===== src/rtl/tag_array_sched.sv =====
// Port scheduler for the I-cache tag array: arbitrates lookups against refill
// writes on one single-ported macro and sweeps every set invalid after reset/flush.
module tag_array_sched #(
  parameter int SETS         = 128,
  parameter int ADDR_W       = 7,
  parameter int TAG_W        = 20,
  parameter int STARVE_LIMIT = 4
) (
  input  logic                 clock,
  input  logic                 reset,
  input  logic                 lk_valid,
  output logic                 lk_ready,
  input  logic [ADDR_W-1:0]    lk_addr,
  input  logic [TAG_W-2:0]     lk_tag,
  output logic                 rsp_valid,
  output logic [1:0]           rsp_hit,
  output logic [TAG_W-1:0]     rsp_tag0,
  output logic [TAG_W-1:0]     rsp_tag1,
  input  logic                 wr_valid,
  output logic                 wr_ready,
  input  logic [ADDR_W-1:0]    wr_addr,
  input  logic [1:0]           wr_way,
  input  logic [TAG_W-1:0]     wr_tag,
  input  logic                 flush_req,
  output logic                 busy,
  output logic [ADDR_W-1:0]    arr_addr,
  output logic                 arr_en,
  output logic                 arr_wmode,
  output logic [2*TAG_W-1:0]   arr_wdata,
  output logic [1:0]           arr_wmask,
  input  logic [2*TAG_W-1:0]   arr_rdata
);

  localparam int CNT_W = $clog2(STARVE_LIMIT + 1);
  localparam logic [CNT_W-1:0]  LIMIT    = CNT_W'(STARVE_LIMIT);
  localparam logic [ADDR_W-1:0] LAST_SET = ADDR_W'(SETS - 1);

  typedef enum logic {SWEEP, RUN} state_t;

  state_t              state_q, state_d;
  logic [ADDR_W-1:0]   cnt_q, cnt_d;
  logic [CNT_W-1:0]    starve_q, starve_d;
  logic                pend_q, pend_d;
  logic [TAG_W-2:0]    tag_q, tag_d;
  logic                wr_gnt, lk_gnt;
  logic [TAG_W-1:0]    rd0, rd1;

  always_comb begin
    state_d   = state_q;
    cnt_d     = cnt_q;
    starve_d  = starve_q;
    tag_d     = tag_q;
    wr_gnt    = 1'b0;
    lk_gnt    = 1'b0;
    arr_en    = 1'b0;
    arr_wmode = 1'b0;
    arr_wmask = 2'b00;
    arr_wdata = '0;
    arr_addr  = '0;

    case (state_q)
      SWEEP: begin
        arr_en    = 1'b1;
        arr_wmode = 1'b1;
        arr_wmask = 2'b11;
        arr_addr  = cnt_q;
        cnt_d     = cnt_q + ADDR_W'(1);
        if (cnt_q == LAST_SET) state_d = RUN;
      end
      RUN: begin
        if (flush_req) begin
          cnt_d   = '0;
          state_d = SWEEP;
        end else if (!reset) begin
          // A waiting lookup only wins once the write streak hits the cap.
          wr_gnt = wr_valid && (!lk_valid || starve_q < LIMIT);
          lk_gnt = lk_valid && !wr_gnt;
        end
      end
      default: state_d = SWEEP;
    endcase

    if (wr_gnt) begin
      arr_en    = 1'b1;
      arr_wmode = 1'b1;
      arr_wmask = wr_way;
      arr_wdata = {wr_tag, wr_tag};
      arr_addr  = wr_addr;
    end
    if (lk_gnt) begin
      arr_en   = 1'b1;
      arr_addr = lk_addr;
      tag_d    = lk_tag;
    end

    if (!lk_valid || lk_gnt)
      starve_d = '0;
    else if (wr_gnt && starve_q != LIMIT)
      starve_d = starve_q + CNT_W'(1);

    pend_d = lk_gnt;
  end

  always_ff @(posedge clock) begin
    if (reset) begin
      state_q  <= SWEEP;
      cnt_q    <= '0;
      starve_q <= '0;
      pend_q   <= 1'b0;
      tag_q    <= '0;
    end else begin
      state_q  <= state_d;
      cnt_q    <= cnt_d;
      starve_q <= starve_d;
      pend_q   <= pend_d;
      tag_q    <= tag_d;
    end
  end

  assign rd0 = arr_rdata[TAG_W-1:0];
  assign rd1 = arr_rdata[2*TAG_W-1:TAG_W];

  // Response fields are forced to zero whenever no lookup result is due.
  assign rsp_valid  = pend_q && !reset;
  assign rsp_tag0   = rsp_valid ? rd0 : '0;
  assign rsp_tag1   = rsp_valid ? rd1 : '0;
  assign rsp_hit[0] = rsp_valid && rd0[TAG_W-1] && (rd0[TAG_W-2:0] == tag_q);
  assign rsp_hit[1] = rsp_valid && rd1[TAG_W-1] && (rd1[TAG_W-2:0] == tag_q);

  assign lk_ready = lk_gnt;
  assign wr_ready = wr_gnt;
  assign busy     = (state_q == SWEEP) || reset;

endmodule


===== config.mk =====
export PLATFORM = sky130hd
export DESIGN_NAME = tag_array_sched
export DESIGN_NICKNAME = d
export VERILOG_FILES = /design/src/rtl/tag_array_sched.sv
export SDC_FILE = /design/constraint.sdc
export NUM_CORES = 1
export LEC_CHECK = 0
export ABC_CLOCK_PERIOD_IN_PS = 1300
export CORE_ASPECT_RATIO = 0.8
export CORE_MARGIN = 8
export CORE_UTILIZATION = 31
export DETAILED_ROUTE_END_ITERATION = 7
export GPL_ROUTABILITY_DRIVEN = 0
export GPL_TIMING_DRIVEN = 0
export PLACE_DENSITY = 0.79
export SETUP_SLACK_MARGIN = 0.5
export SLEW_MARGIN = 20
export SYNTH_ARGS = -nofsm -noshare
export SYNTH_HDL_FRONTEND = slang
export SYNTH_SLANG_ARGS = --single-unit

===== constraint.sdc =====
create_clock -name clock -period 1.3 [get_ports clock]
set_clock_uncertainty 0.05 [all_clocks]
set_input_delay 0.26 -clock clock [delete_from_list [all_inputs] [get_ports clock]]
set_output_delay 0.26 -clock clock [all_outputs]
set_load 0.005 [all_outputs]

# Yosys cells after proc, flatten, opt, wreduce, memory -nomap -nowiden
# Cells that the tools add are included.
dict set report totals {
  regBits 31
  out_inout_bits 97
  elab_cells 51
}
dict set report classes {
  addsub 2
  n_lt_le_gt_ge 1
  eq_ne 5
  mux 22
  n_bitwise 1
  n_reduce_logical 15
}
# operator n
set op_table {}
lappend op_table {{$mux W20} 2}
lappend op_table {{$mux W40} 1}
lappend op_table {{$eq A19 B19 Y1} 2}
lappend op_table {{$mux W7} 4}
lappend op_table {{$pmux W7 S2} 1}
lappend op_table {{$mux W1} 11}
lappend op_table {{$logic_and A1 B1 Y1} 8}
lappend op_table {{$add A7 B1 Y7 const B} 1}
lappend op_table {{$eq A7 B7 Y1 const B} 1}
lappend op_table {{$mux W2} 2}
lappend op_table {{$add A3 B1 Y3 const B} 1}
lappend op_table {{$logic_not A1 Y1} 3}
lappend op_table {{$logic_or A1 B1 Y1} 3}
lappend op_table {{$lt A3 B3 Y1 const B} 1}
lappend op_table {{$ne A3 B3 Y1 const B} 1}
lappend op_table {{$ne A2 B2 Y1 const B} 1}
lappend op_table {{$pmux W1 S2} 1}
lappend op_table {{$reduce_or A2 Y1} 1}
lappend op_table {{$not A1 Y1} 1}

# Longest topological paths before layout
# Gate-level depths: netlist of run 1.
dict set report depth {
  depth_word 10
  ltp_mapped 6
  mapped_depth_nobuf 6
}

# Least setup slack after synthesis of run 1
# Ideal clock, no wire load.
dict set report synth_path {
  path_type {reg2out}
  startpoint {register state_q}
  endpoint {output arr_wdata[20]}
  arrival_ps 1180
  slack_ps -190
  stages_incl_launch_ff 6
  cell_sequence {dfxtp_1 -> nand2b_4 -> and3b_1 -> clkbuf_1 -> and2_1 -> buf_4}
}
dict set report synth_between {
  elab_chain_len 2
}
# item line
set synth_rtl {}
lappend synth_rtl {{from (decl)} 40} ;# state_t state_q, state_d;
lappend synth_rtl {{from (signal assigned)} 112} ;# state_q <= state_d;
lappend synth_rtl {{$mux W1} 61} ;# case (state_q)
lappend synth_rtl {{$mux W40} 83} ;# if (wr_gnt) begin
lappend synth_rtl {{to (decl)} 29} ;# output logic [2*TAG_W-1:0] arr_wdata,
# No other way between the ends.

# Worst setup path after layout of run 1
dict set report layout_path {
  startpoint {register starve_q[2]}
  endpoint {output arr_addr[1]}
}
dict set report layout_between {
  elab_chain_len 9
}
# item line
set layout_rtl {}
lappend layout_rtl {{from (decl)} 42} ;# logic [CNT_W-1:0] starve_q, starve_d;
lappend layout_rtl {{from (signal assigned)} 114} ;# starve_q <= starve_d;
lappend layout_rtl {{$lt A3 B3 Y1 *} 76} ;# wr_gnt = wr_valid && (!lk_valid || starve_q < LIMIT);
lappend layout_rtl {{$logic_or A1 B1 Y1 *} 76}
lappend layout_rtl {{$logic_and A1 B1 Y1 *} 76}
lappend layout_rtl {{$logic_not A1 Y1} 77} ;# lk_gnt = lk_valid && !wr_gnt;
lappend layout_rtl {{$logic_and A1 B1 Y1} 77}
lappend layout_rtl {{$mux W1} 74} ;# end else if (!reset) begin
lappend layout_rtl {{$mux W1} 71} ;# if (flush_req) begin
lappend layout_rtl {{$mux W1} 61}
lappend layout_rtl {{$mux W7 *} 90} ;# if (lk_gnt) begin
lappend layout_rtl {{to (decl)} 26} ;# output logic [ADDR_W-1:0] arr_addr,
# Every way passes the cells marked *; elsewhere a longest branch is shown, timed or not.

==> impl.org, run 1 <==
** Clocking
- Clock-pin slew was measured on the worst setup and hold paths at 0.06 ns.
- The tree is rooted in a sky130_fd_sc_hd__clkbuf_8.
- TritonCTS sink count :: 31
- Clock tree from TritonCTS :: built
- Buffers inserted to repair hold after CTS numbered 0.
- CTS buffer count :: 5
- Longest Clk Path Bufs :: 2
- Later-pin clock latency in the skew report :: 0.29 ns
- Deepest level of the CTS H-tree :: 2

** Final layout
- Leaving out fill and tap cells, the most frequent cells in the layout are sky130_fd_sc_hd__buf_6 (156), sky130_fd_sc_hd__clkdlybuf4s50_1 (77), sky130_fd_sc_hd__and2_4 (60).
- Most frequent standard cell in the layout excluding fill and tap cells :: sky130_fd_sc_hd__buf_6
- Count of filler cells inserted in the layout :: 502
- Total area of multi-input combinational cells :: 0.00209 mm2
- Fraction of final layout cells sized beyond drive strength 1 :: 61.8%
- Number of standard cells in the final layout excluding fillers :: 707
- Fraction of the core area covered by cells at the end of the flow :: 79.5%
- Area occupied by registers :: 652 um2
- Number of antenna cells inserted :: 0
- Layout net count :: 701
- Layout-stage area growth over the synthesis result :: 150%

** Worst setup path
- The worst setup path is launched from a flop.
- Measured in cells, the most critical reg-to-reg path has a length of 9.
- STA puts the critical path data required time at 0.99 ns.
- Reg-to-Reg End :: tag_q[6]$_SDFFE_PP0P_
- Along the worst path, the maximum fanout reaches 8.
- The worst setup path is captured at a primary output.
- Register-to-Register Setup Slack :: -0.38 ns
- The setup path with the least slack is of type reg -> out.
- Critical Path End :: arr_addr[1]
- The worst register-to-register path begins at starve_q[2]$_SDFFE_PP0P_.
- The critical path starts at starve_q[2]$_SDFFE_PP0P_.
- Data on the critical path arrives at its endpoint at 1.69 ns.

** Routing
- For this run, design rule violations remaining after detail routing come to 0.
- Drt initial violations :: 93
- Summed over all layers, the routed wires come to 13500 um.
- Routed length per placed instance :: 19.1 um
- Via density per instance :: 4.72
- The detailed router placed 3340 vias in this run.
- Count of antenna-violating nets left after detailed routing :: 0
- The pre-antenna-repair detailed-routing pass consisted of 4 iterations.

** Floorplanning
- Effective utilization at floorplan :: 31.8%
- The die is 117 um wide.
- Area of the core region :: 0.00791 mm2
- The die covers 0.0113 mm2.
- The floorplan has 29 rows.
- For this design the top-level I/O count stands at 197.
- Die outline height :: 96.6 um

** Run
- Max-cap violations in this run came to 0.

** Place
- During placement, the flow inserted port buffers numbering 196.
- Summed over all nets, the half-perimeter wirelength after detailed placement is 9300 um.
- The number of placed instances, taps included, is 630.

** Yosys
- Summing the areas of all compound-gate instances in the mapped netlist gives 12.9% of the synthesized area.
- Average instance area after synthesis :: 7.72 um2
- Of the total synthesized cell area, the portion taken by XOR and XNOR cells is 13.6%.
- By area, the combinational part of the netlist is dominated by simple AND/OR/NAND/NOR gates.
- Yosys warnings :: 0
- The portion of synthesized area spent on multiplexers is 0%.
- Of the total synthesized cell area, the portion taken by AND, OR, NAND and NOR gates is 35.7%.
- Counting every net in the synthesized netlist gives 429.
- The number of different library cells used by synthesis comes to 39.
- Cell Area, Synth :: 0.00252 mm2
- After technology mapping, the gate count stands at 326.
- Counting flops and latches in the post-synthesis netlist gives 31.
- Share of synthesized cell area in full adder, half adder and majority cells :: 1.49%
- Share of the yosys chip area belonging to registers :: 24.7%

** GRT
- The initial antenna violation count is 0.
- Wire length of the first global-routing pass :: 19500 um
- Entering global routing, the biggest net connects 11 pins.
- Global routing finished with a remaining overflow of 0.
- Global routing consumed, over all layers together, 22.0% of the routing resources.
- The via count of the first global-routing pass is 3561.

** STA
- Unrepaired setup endpoints after global routing :: true
- Timing would allow up to 499 MHz.
- The worst pin sits at a relative slew slack of 74.8%.
- Worst Tran Pin Value :: 0.378 ns
- Hold Violations, Final :: 0
- The worst path in the final design needs a cycle of 2.00 ns, including I/O delays and setup.
- Setup violations remaining at the end of the flow were counted as 124.
- Max-slew violation count :: 0
- The final critical path takes up 154% of the cycle.
- Worst hold margin :: 0.366 ns
- Worst path setup slack after routing :: -0.703 ns

** Outcome
- The final reports fail on negative setup slack.
- Run status :: finished, violations left

** Power
- For this design the static power due to leakage is 2.80 nW.
- Dividing total power by cell area gives a power density of 399 mW/mm2.
- Maximum ir drop on the vdd rail :: 0.383 mV
- PnR Total Power :: 0.00251 W

** Min path
- Worst hold path class :: in -> reg
## synth_stat cells
cell type                   n  area, um2
sky130_fd_sc_hd__and2_1    60        375
sky130_fd_sc_hd__nand2_1   32        120
sky130_fd_sc_hd__dfxtp_1   31        621
sky130_fd_sc_hd__xor2_1    26        228
sky130_fd_sc_hd__buf_4     20        150
sky130_fd_sc_hd__nand2b_1  19        119
sky130_fd_sc_hd__o21ai_0   18       90.1
sky130_fd_sc_hd__xnor2_1   13        114
sky130_fd_sc_hd__o21ai_2   11       96.3
sky130_fd_sc_hd__nor2_1    10       37.5
sky130_fd_sc_hd__clkbuf_1   9       33.8
sky130_fd_sc_hd__a21oi_1    8       40.0
sky130_fd_sc_hd__nor4_1     8       50.1
sky130_fd_sc_hd__inv_1      7       26.3
sky130_fd_sc_hd__nand3_1    7       35.0
sky130_fd_sc_hd__a32oi_1    5       43.8
sky130_fd_sc_hd__buf_2      5       25.0
sky130_fd_sc_hd__buf_6      3       33.8
sky130_fd_sc_hd__ha_1       3       37.5
sky130_fd_sc_hd__nor2b_1    3       18.8
sky130_fd_sc_hd__or2b_1     3       22.5
sky130_fd_sc_hd__a211oi_1   2       15.0
sky130_fd_sc_hd__a21boi_0   2       15.0
sky130_fd_sc_hd__a31oi_1    2       12.5
sky130_fd_sc_hd__and3b_1    2       17.5
sky130_fd_sc_hd__nand3b_1   2       15.0
sky130_fd_sc_hd__nand4_1    2       12.5
sky130_fd_sc_hd__or3_1      2       12.5
sky130_fd_sc_hd__and3_1     1       6.26
sky130_fd_sc_hd__and4bb_1   1       12.5
sky130_fd_sc_hd__buf_12     1       20.0
sky130_fd_sc_hd__clkbuf_2   1       5.00
sky130_fd_sc_hd__nand2b_4   1       13.8
sky130_fd_sc_hd__nand4b_1   1       8.76
sky130_fd_sc_hd__nor3_1     1       5.00
sky130_fd_sc_hd__nor4bb_1   1       10.0
sky130_fd_sc_hd__o21ai_1    1       5.00
sky130_fd_sc_hd__o21bai_1   1       7.51
sky130_fd_sc_hd__or2_1      1       6.26
## worst max-delay path: stages (launching register included)
cell and delay, ns:
sky130_fd_sc_hd__dfxtp_2 0.34, sky130_fd_sc_hd__nand2b_4 0.14, sky130_fd_sc_hd__and4bb_2 0.25, sky130_fd_sc_hd__buf_8 0.14, sky130_fd_sc_hd__buf_4 0.13, sky130_fd_sc_hd__a32oi_1 0.15
sky130_fd_sc_hd__o21ai_1 0.11, sky130_fd_sc_hd__buf_2 0.14
## what timing repair did
item                       CTS  global route
pin swaps                   36            22
gates resized for setup    599            64
setup buffers               49            15
setup endpoints to repair  128           128
gates cloned                 5             0
## layout make-up
type                            instances  area share, %
Timing Repair Buffer                  265           44.1
Multi-Input combinational cell        249           33.2
Sequential cell                        31           10.4
Buffer                                 39           7.94
Tap cell                              108           2.15
Clock buffer                            6           1.31
Clock inverter                          2          0.557
Inverter                                7          0.418
## how the worst min path moves through the flow
stage                                         from                        to  slack [ns]  cells after the start
after floorplan                          flush_req         pend_q$_SDFF_PP0_        0.29                      1
after detailed placement  starve_q[1]$_SDFFE_PP0P_  starve_q[1]$_SDFFE_PP0P_        0.43                      2
final                                    flush_req         pend_q$_SDFF_PP0_        0.37                      2
after global placement    starve_q[1]$_SDFFE_PP0P_  starve_q[1]$_SDFFE_PP0P_        0.42                      2
after CTS                                flush_req         pend_q$_SDFF_PP0_        0.30                      2
after global routing                     flush_req         pend_q$_SDFF_PP0_        0.38                      2
## flip-flops by register name, summed over array words and instances, names as in the netlist
register,cells
cnt_q,7
pend_q,1
starve_q,3
state_q,1
tag_q,19
## per-layer routing
metal	vias to the layer above	track usage (%)	part of all wire (%)
met5	-	0	0
met4	0	6.48	2.1
met3	27	5.34	7.3
met2	144	40.3	52
met1	1567	24.1	39
li1	1602	-	-
## kinds of logic after synthesis
group / count (synthesis)
buf+inv: 46
flops: 31
compound gates: 50
xor+xnor: 39
simple gates: 157
fa+ha+maj: 3
## power by group
part / leakage [nW] / total [W] / internal, W / switching, W
clock network: 0.0612 / 0.00102 / 0.000620 / 0.000395
logic: 2.48 / 0.000524 / 0.000336 / 0.000188
registers: 0.260 / 0.000968 / 0.000955 / 0.0000129
## through the flow
step                      setup TNS [ns]  cell area (um2)  setup WS, ns
after detailed placement         -118.61             4960         -1.32
after floorplan                    -1.54             2860       -0.0628
after global routing              -62.15             6290        -0.785
after global placement           -115.56             4960         -1.29
after CTS                         -51.56             5990        -0.656
final                             -56.22             6290        -0.703
No activity file was read; power rests on OpenSTA's default activity.
==> run 2, diff against run 1 <==
Settings changed: CORE_ASPECT_RATIO 0.8 to unset.
==> run 2 against run 1 <==
Effect of this change: the flow still finishes with violations (negative setup slack); sequential power hardly changed; die area fell by 0.16%; via count up 2.3%; worst setup slack got worse by 0.043 ns; flip-flop and latch count stayed put; core utilization decreased by 0.88 points; first-iteration DRC count up 20%; clock power shrank 5%; non-clock buffer count stayed put.
==> impl.org, run 2 (same netlist as run 1, synthesis figures left out) <==
** Outcome
- The flow ran to the end, but the final reports show violations.
- Violated checks :: negative setup slack

** Clocking
- Clock Root Buffer :: sky130_fd_sc_hd__clkbuf_8
- TritonCTS sink count :: 31
- The longest clock path from root to sink contains 2 buffers.
- TritonCTS created 5 clock buffers.
- CTS Hold Bufs :: 0
- Later-pin clock latency in the skew report :: 0.28 ns
- In this run the number of H-tree levels came out at 2.
- TritonCTS built the clock tree.
- Clock transition at path regs :: 0.07 ns

** Floorplanning
- In this run the core area contains 33 standard-cell rows.
- The floorplan step defined a core boundary enclosing 0.00805 mm2.
- Die area :: 0.0113 mm2
- The floorplan step set the die width to 106 um.
- Effective utilization at floorplan :: 31.3%
- Die outline height :: 106 um
- Count of pins on the block boundary :: 197

** GRT
- Number of antenna violations at the first check in global routing :: 0
- The via count of the first global-routing pass was 3553.
- Entering global routing, the biggest net connects 12 pins.
- Global routing usage summed across all routing layers :: 21.9%
- Global routing finished with a remaining overflow of 0.
- Wire length of the first global-routing pass :: 19500 um

** Final layout
- From synthesis to final layout, the design area changed by 151%.
- The largest registers in the layout are tag_q x19, cnt_q x7, starve_q x3.
- Number of antenna cells inserted :: 0
- Register bank with the most flops :: tag_q
- Once layout is complete, the cells apart from fillers number 704.
- The library cell used most frequently in the layout, excluding fill and tap cells, is sky130_fd_sc_hd__buf_6.
- In the layout the commonest cells are sky130_fd_sc_hd__buf_6 (145), sky130_fd_sc_hd__clkdlybuf4s50_1 (82), sky130_fd_sc_hd__and2_4 (60).
- Number of flip-flops in the largest register :: 19
- Cells with a size suffix above 1 make up 60.9% of the layout.
- Count of filler cells inserted in the layout :: 479
- For this run, the post-layout net count is 701.

** Worst setup path
- Critical path launch point :: arr_rdata[24]
- The kind of cell with the highest combined delay along the critical path is simple AND/OR/NAND/NOR gates.
- FF-to-FF Start :: starve_q[2]$_SDFFE_PP0P_
- The critical path is of the in -> out type.
- CP Max Fanout :: 2
- Cell repeated most along the worst path :: sky130_fd_sc_hd__nor4_2
- STA classifies the critical path endpoint as a primary output.
- Count of buffering cells on the critical path with inverters included :: 2
- Delay of the slowest cell on the worst path :: 0.47 ns
- Startpoint type of the worst setup path :: input port
- Cell with the biggest individual delay on the critical path :: sky130_fd_sc_hd__clkdlybuf4s50_1
- Arrival time of data at the critical path endpoint :: 1.74 ns
- Req. time, crit path :: 0.99 ns
- Walking the worst path, the cells encountered are clkdlybuf4s50_1 -> xor2_1 -> nor4_2 -> nand3_1 -> nor4_2 -> buf_2.

** Place
- HPWL reported at the end of detailed placement :: 9170 um
- OpenSTA, run right after detailed placement, puts the worst setup slack at -1.28 ns.
- Cell Count Post-Placement :: 627
- Buffers placed on the I/O ports in this run total 196.

** Routing
- Via density per instance :: 4.85
- For this block, the initial DRC count from the detailed router was 112.
- DR DRC count :: 0
- DRT Pass-1 Iters :: 4
- The final layout contains routed wiring with a total length of 14400 um.
- After detailed routing, the average wire length per cell comes to 20.4 um.
- Number of vias after detailed routing :: 3417
- Count of antenna-violating nets left after detailed routing :: 0

** STA
- Final worst-path cycle share :: 157%
- Max-slew violation count :: 0
- Setup violations, final :: 123
- At the pin with the least slew margin, the transition time is 0.383 ns.
- The number of hold violations in the final report was 0.
- Setup repair after global routing could not meet its margin everywhere.
- Clock period minus final worst setup slack :: 2.05 ns
- FMAX :: 489 MHz
- Worst path setup slack after routing :: -0.746 ns
- Max-slew headroom :: 74.5%

** Min path
- Worst hold path class :: in -> reg
- Hold Path Origin :: flush_req

** Run
- Max-cap violations in this run came to 0.

** Power
- Power density normalized to cell area :: 389 mW/mm2
- Maximum ir drop on the vdd rail :: 0.279 mV
- Summed over all cells, the static leakage comes to 2.82 nW.
run 2: path summary, 6_finish.rpt:
kind / endpoint / slack, ns / cells after the start
hold / removal: pend_q$_SDFF_PP0_ / 0.33 / 2
setup reg to reg: tag_q[4]$_SDFFE_PP0P_ / -0.33 / 9
setup / recovery: rsp_hit[1] / -0.75 / 6
hold reg to reg: starve_q[1]$_SDFFE_PP0P_ / 0.45 / 2
run 2: power breakdown:
group	internal, W	switching [W]	leakage (nW)
registers	0.000953	0.0000122	0.260
logic	0.000337	0.000196	2.50
clock network	0.000571	0.000393	0.0581
run 2: what timing repair did:
item                                    4_1_cts  5_1_grt
pin swaps                                    37       13
endpoints found under the setup margin      128      128
gates cloned                                  9        1
buffers inserted                             45       14
resized for setup                           581       65
run 2: stage by stage:
step           power (W)  setup TNS [ns]  hold WS, ns  instance area (um2)  utilization [%]
6_report         0.00246          -54.03        0.326                 6330             78.6
4_1_cts          0.00245          -52.11        0.280                 5950             73.9
3_5_place_dp     0.00148         -116.56        0.428                 4950             61.5
5_1_grt          0.00255          -59.49        0.323                 6330             78.6
2_1_floorplan    0.00110           -1.54        0.286                 2860                -
3_3_place_gp     0.00147         -113.68        0.416                 4950             61.5
run 2: worst register-to-register path, cell delays in order (launching register included):
cell and delay [ns]:
sky130_fd_sc_hd__dfxtp_2 0.34, sky130_fd_sc_hd__nand2b_4 0.13, sky130_fd_sc_hd__and4bb_2 0.26, sky130_fd_sc_hd__buf_6 0.13, sky130_fd_sc_hd__buf_6 0.11, sky130_fd_sc_hd__buf_6 0.11
sky130_fd_sc_hd__buf_8 0.13, sky130_fd_sc_hd__buf_8 0.14, sky130_fd_sc_hd__nand2_2 0.06, sky130_fd_sc_hd__o21ai_1 0.06
run 2: final cells by class:
type	instances	area (um2)	share of cell area, %
multi-input combinational	249	2060	32.5
clock inverter	3	43.8	0.692
buffer	39	502	7.93
inverter	7	26.3	0.415
timing repair buffer	265	2840	44.9
tap	105	131	2.08
clock buffer	5	68.8	1.09
sequential	31	653	10.3
run 2: routing by layer:
metal	routed length, um	up-vias	share of wire (%)	GRT usage [%]
met3	1090	40	7.6	6.84
met1	5260	1597	37	23.0
met5	0	-	0	0
met2	7480	181	52	39.9
met4	550	0	3.8	8.64
li1	-	1599	-	-
==> run 3, diff against run 2 <==
Settings changed: CORE_UTILIZATION 31 to 50, DONT_BUFFER_PORTS set to 1, PLACE_DENSITY 0.79 to 0.68.
==> run 3 against run 2 <==
Effect of this change: the run ends with negative hold slack, negative setup slack left; critical path type is now reg -> out; first-iteration DRC count shrank 34%; via count shrank 27%; count of clock-buffer cells in the layout grew 2; sequential power is essentially flat; register-to-register slack lost 0.02 ns; critical endpoint unchanged; maximum frequency grew 12%; die area shrank 33%; sequential share of layout area grew 6.0 points.
==> impl.org, run 3 (same netlist as run 1, synthesis figures left out) <==
** GRT
- The initial antenna violation count is 0.
- The total overflow left after global routing is 0.
- Global routing used 22.4% of the available tracks across all layers.
- Entering global routing, the biggest net connects 11 pins.
- The via count of the first global-routing pass came to 2507.
- The first global-routing pass estimated 13300 um of wire.

** Clocking
- Deepest level of the CTS H-tree :: 2
- Clock tree synthesis found a total of 31 sinks.
- Longest Clk Path Bufs :: 2
- After clock tree synthesis, the clock-pin slew on the worst setup and hold paths is 0.07 ns.
- CTS buffer count :: 5
- TritonCTS built the clock tree.
- The later pin in the worst-skew pair is clocked with a latency of 0.28 ns.
- The root buffer cell chosen for the clock tree is sky130_fd_sc_hd__clkbuf_8.

** Routing
- Summed over all layers, the routed wires come to 9930 um.
- Before antenna repair, the detailed router went through 4 iterations.
- Drt initial violations :: 74
- Count of antenna-violating nets left after detailed routing :: 0
- Routed length per placed instance :: 22.3 um
- The routed layout has 2498 vias.
- Using the TritonRoute via totals, the vias-per-cell ratio works out to 5.61.
- After detailed routing, the number of remaining DRC violations is 0.

** Final layout
- Of the cells placed in the final design, the portion with a size suffix greater than 1 is 63.7%.
- Number of flip-flops in the largest register :: 19
- Number of standard cells in the final layout excluding fillers :: 445
- Layout net count :: 477
- Leaving out fill and tap cells, the most frequent cell in the layout is sky130_fd_sc_hd__and2_4.
- Counting flops per register, the top entry is tag_q.
- Layout-stage area growth over the synthesis result :: 59.0%
- Top flop regs :: tag_q x19, cnt_q x7, starve_q x3
- Leaving out fill and tap cells, the most frequent cells in the layout are sky130_fd_sc_hd__and2_4 (60), sky130_fd_sc_hd__buf_6 (47), sky130_fd_sc_hd__xor2_1 (25).
- 0 antenna diodes ended up in the layout.

** Worst setup path
- Cell with the biggest individual delay on the critical path :: sky130_fd_sc_hd__nor4_2
- Delay of the slowest cell on the worst path :: 0.38 ns
- Arrival time of data at the critical path endpoint :: 1.52 ns
- Req. time, crit path :: 0.99 ns
- CP Max Fanout :: 3
- Cell-by-cell listing of the critical path :: xor2_1 -> nor4_2 -> nand3_2 -> nor4_4
- Startpoint type of the worst setup path :: flop
- Class of the most critical setup path :: reg -> out
- Crit end category :: primary output

** Floorplanning
- Effective utilization at floorplan :: 50.6%
- Count of pins on the block boundary :: 197
- Width of the chip :: 87.0 um
- The floorplan step set the die height to 87.0 um.
- Die area :: 0.00756 mm2
- Area of the core region :: 0.00498 mm2
- The floorplan has 26 rows.

** Outcome
- Run status :: finished, violations left
- Violated checks :: negative hold slack, negative setup slack

** Place
- Once placement completed, the tool counted placed cells totaling 396.
- Port bufs :: 0
- Detailed placement finished with a half-perimeter wire length of 6890 um.

** STA
- Dividing the final minimum period by the clock period gives 141%.
- In the final timing run, aggregate negative setup slack is -43.41 ns.
- Worst Tran Pin Value :: 0.342 ns
- After layout, the minimum clock period comes to 1.83 ns.
- Setup violations remaining at the end of the flow were counted as 120.
- Worst hold margin :: -0.00498 ns
- Headroom to the max-slew limit came out at 77.2%.
- Worst path setup slack after routing :: -0.528 ns
- Max-slew violation count :: 0
- The number of hold violations in the final report is 1.
- Unrepaired setup endpoints after global routing :: true
- FMAX :: 547 MHz

** Power
- For this design the static power due to leakage is 1.66 nW.
- Power comes to 0.00198 W.
- Power density normalized to cell area :: 494 mW/mm2
- The worst-case IR drop observed on VDD is 0.567 mV.

** Run
- Max-cap violations in this run came to 0.

** Min path
- The worst hold path belongs to the class in -> reg.
==> run 3: cell count changes in the layout (fill, tap and decap cells not counted), moves of 4 or more <==
cell                              delta
sky130_fd_sc_hd__buf_6              -98
sky130_fd_sc_hd__buf_12              -6
sky130_fd_sc_hd__dlygate4sd2_1      -12
sky130_fd_sc_hd__buf_2              -10
sky130_fd_sc_hd__nor4_2              -6
sky130_fd_sc_hd__nand2_2             -4
sky130_fd_sc_hd__nand2_4             +6
sky130_fd_sc_hd__buf_4              -10
sky130_fd_sc_hd__clkdlybuf4s50_1    -82
==> run 3: repair_timing <==
action,4_1_cts,5_1_grt
pin swaps,27,27
buffers inserted,16,16
endpoints found under the hold margin,1,1
resized for setup,78,73
gates cloned,9,0
setup endpoints to repair,128,128
==> run 3: area by class of cell <==
cell class | count | area [um2]
plain buffers | 39 | 484
clock buffers | 7 | 96.3
clock inverters | 1 | 7.51
fillers | 302 | 975
inverters | 7 | 26.3
multi-input cells | 249 | 2130
flip-flops and latches | 31 | 653
well taps | 70 | 87.6
repair buffers | 41 | 517
==> run 3: per-stage QoR <==
step | util [%] | setup slack (ns) | cell area (um2)
floorplan | - | -0.0628 | 2860
global placement | 59.2 | -0.490 | 2950
detailed placement | 59.2 | -0.473 | 2950
CTS | 72.3 | -0.574 | 3600
global route | 80.4 | -0.590 | 4000
finish | 80.4 | -0.528 | 4000
==> run 3: where the power goes <==
| group | switching (W) | total [W] | internal (W) |
|---|---|---|---|
| Combinational | 0.0000793 | 0.000169 | 0.0000892 |
| Clock | 0.000362 | 0.000843 | 0.000481 |
| Sequential | 0.0000130 | 0.000965 | 0.000952 |
| Total | 0.000454 | 0.00198 | 0.00152 |
==> run 3: worst max-delay path: cells and delay by family (launching register included) <==
family	cells	cell delay (ns)
xor+xnor	1	0.17
flops	1	0.35
simple gates	3	0.71
==> run 3: per-layer routing <==
metal	share of wire, %	wire (um)	up-vias	track usage [%]
met5	0	0	-	0
met3	8.8	875	11	6.04
met2	56	5540	128	42.3
met1	34	3380	1204	22.8
li1	-	-	1155	-
met4	1.4	136	0	7.67
==> run 3: path summary, 6_finish.rpt <==
| kind | start | to | slack, ns | cells past startpoint |
|---|---|---|---|---|
| worst max-delay path | tag_q[9]$_SDFFE_PP0P_ | rsp_hit[1] | -0.53 | 4 |
| worst min-delay path | flush_req | pend_q$_SDFF_PP0_ | -0.005 | 1 |
| worst max register to register | state_q$_SDFF_PP0_ | cnt_q[4]$_SDFFE_PP0P_ | -0.35 | 8 |
| worst min register to register | tag_q[17]$_SDFFE_PP0P_ | tag_q[17]$_SDFFE_PP0P_ | 0.44 | 2 |
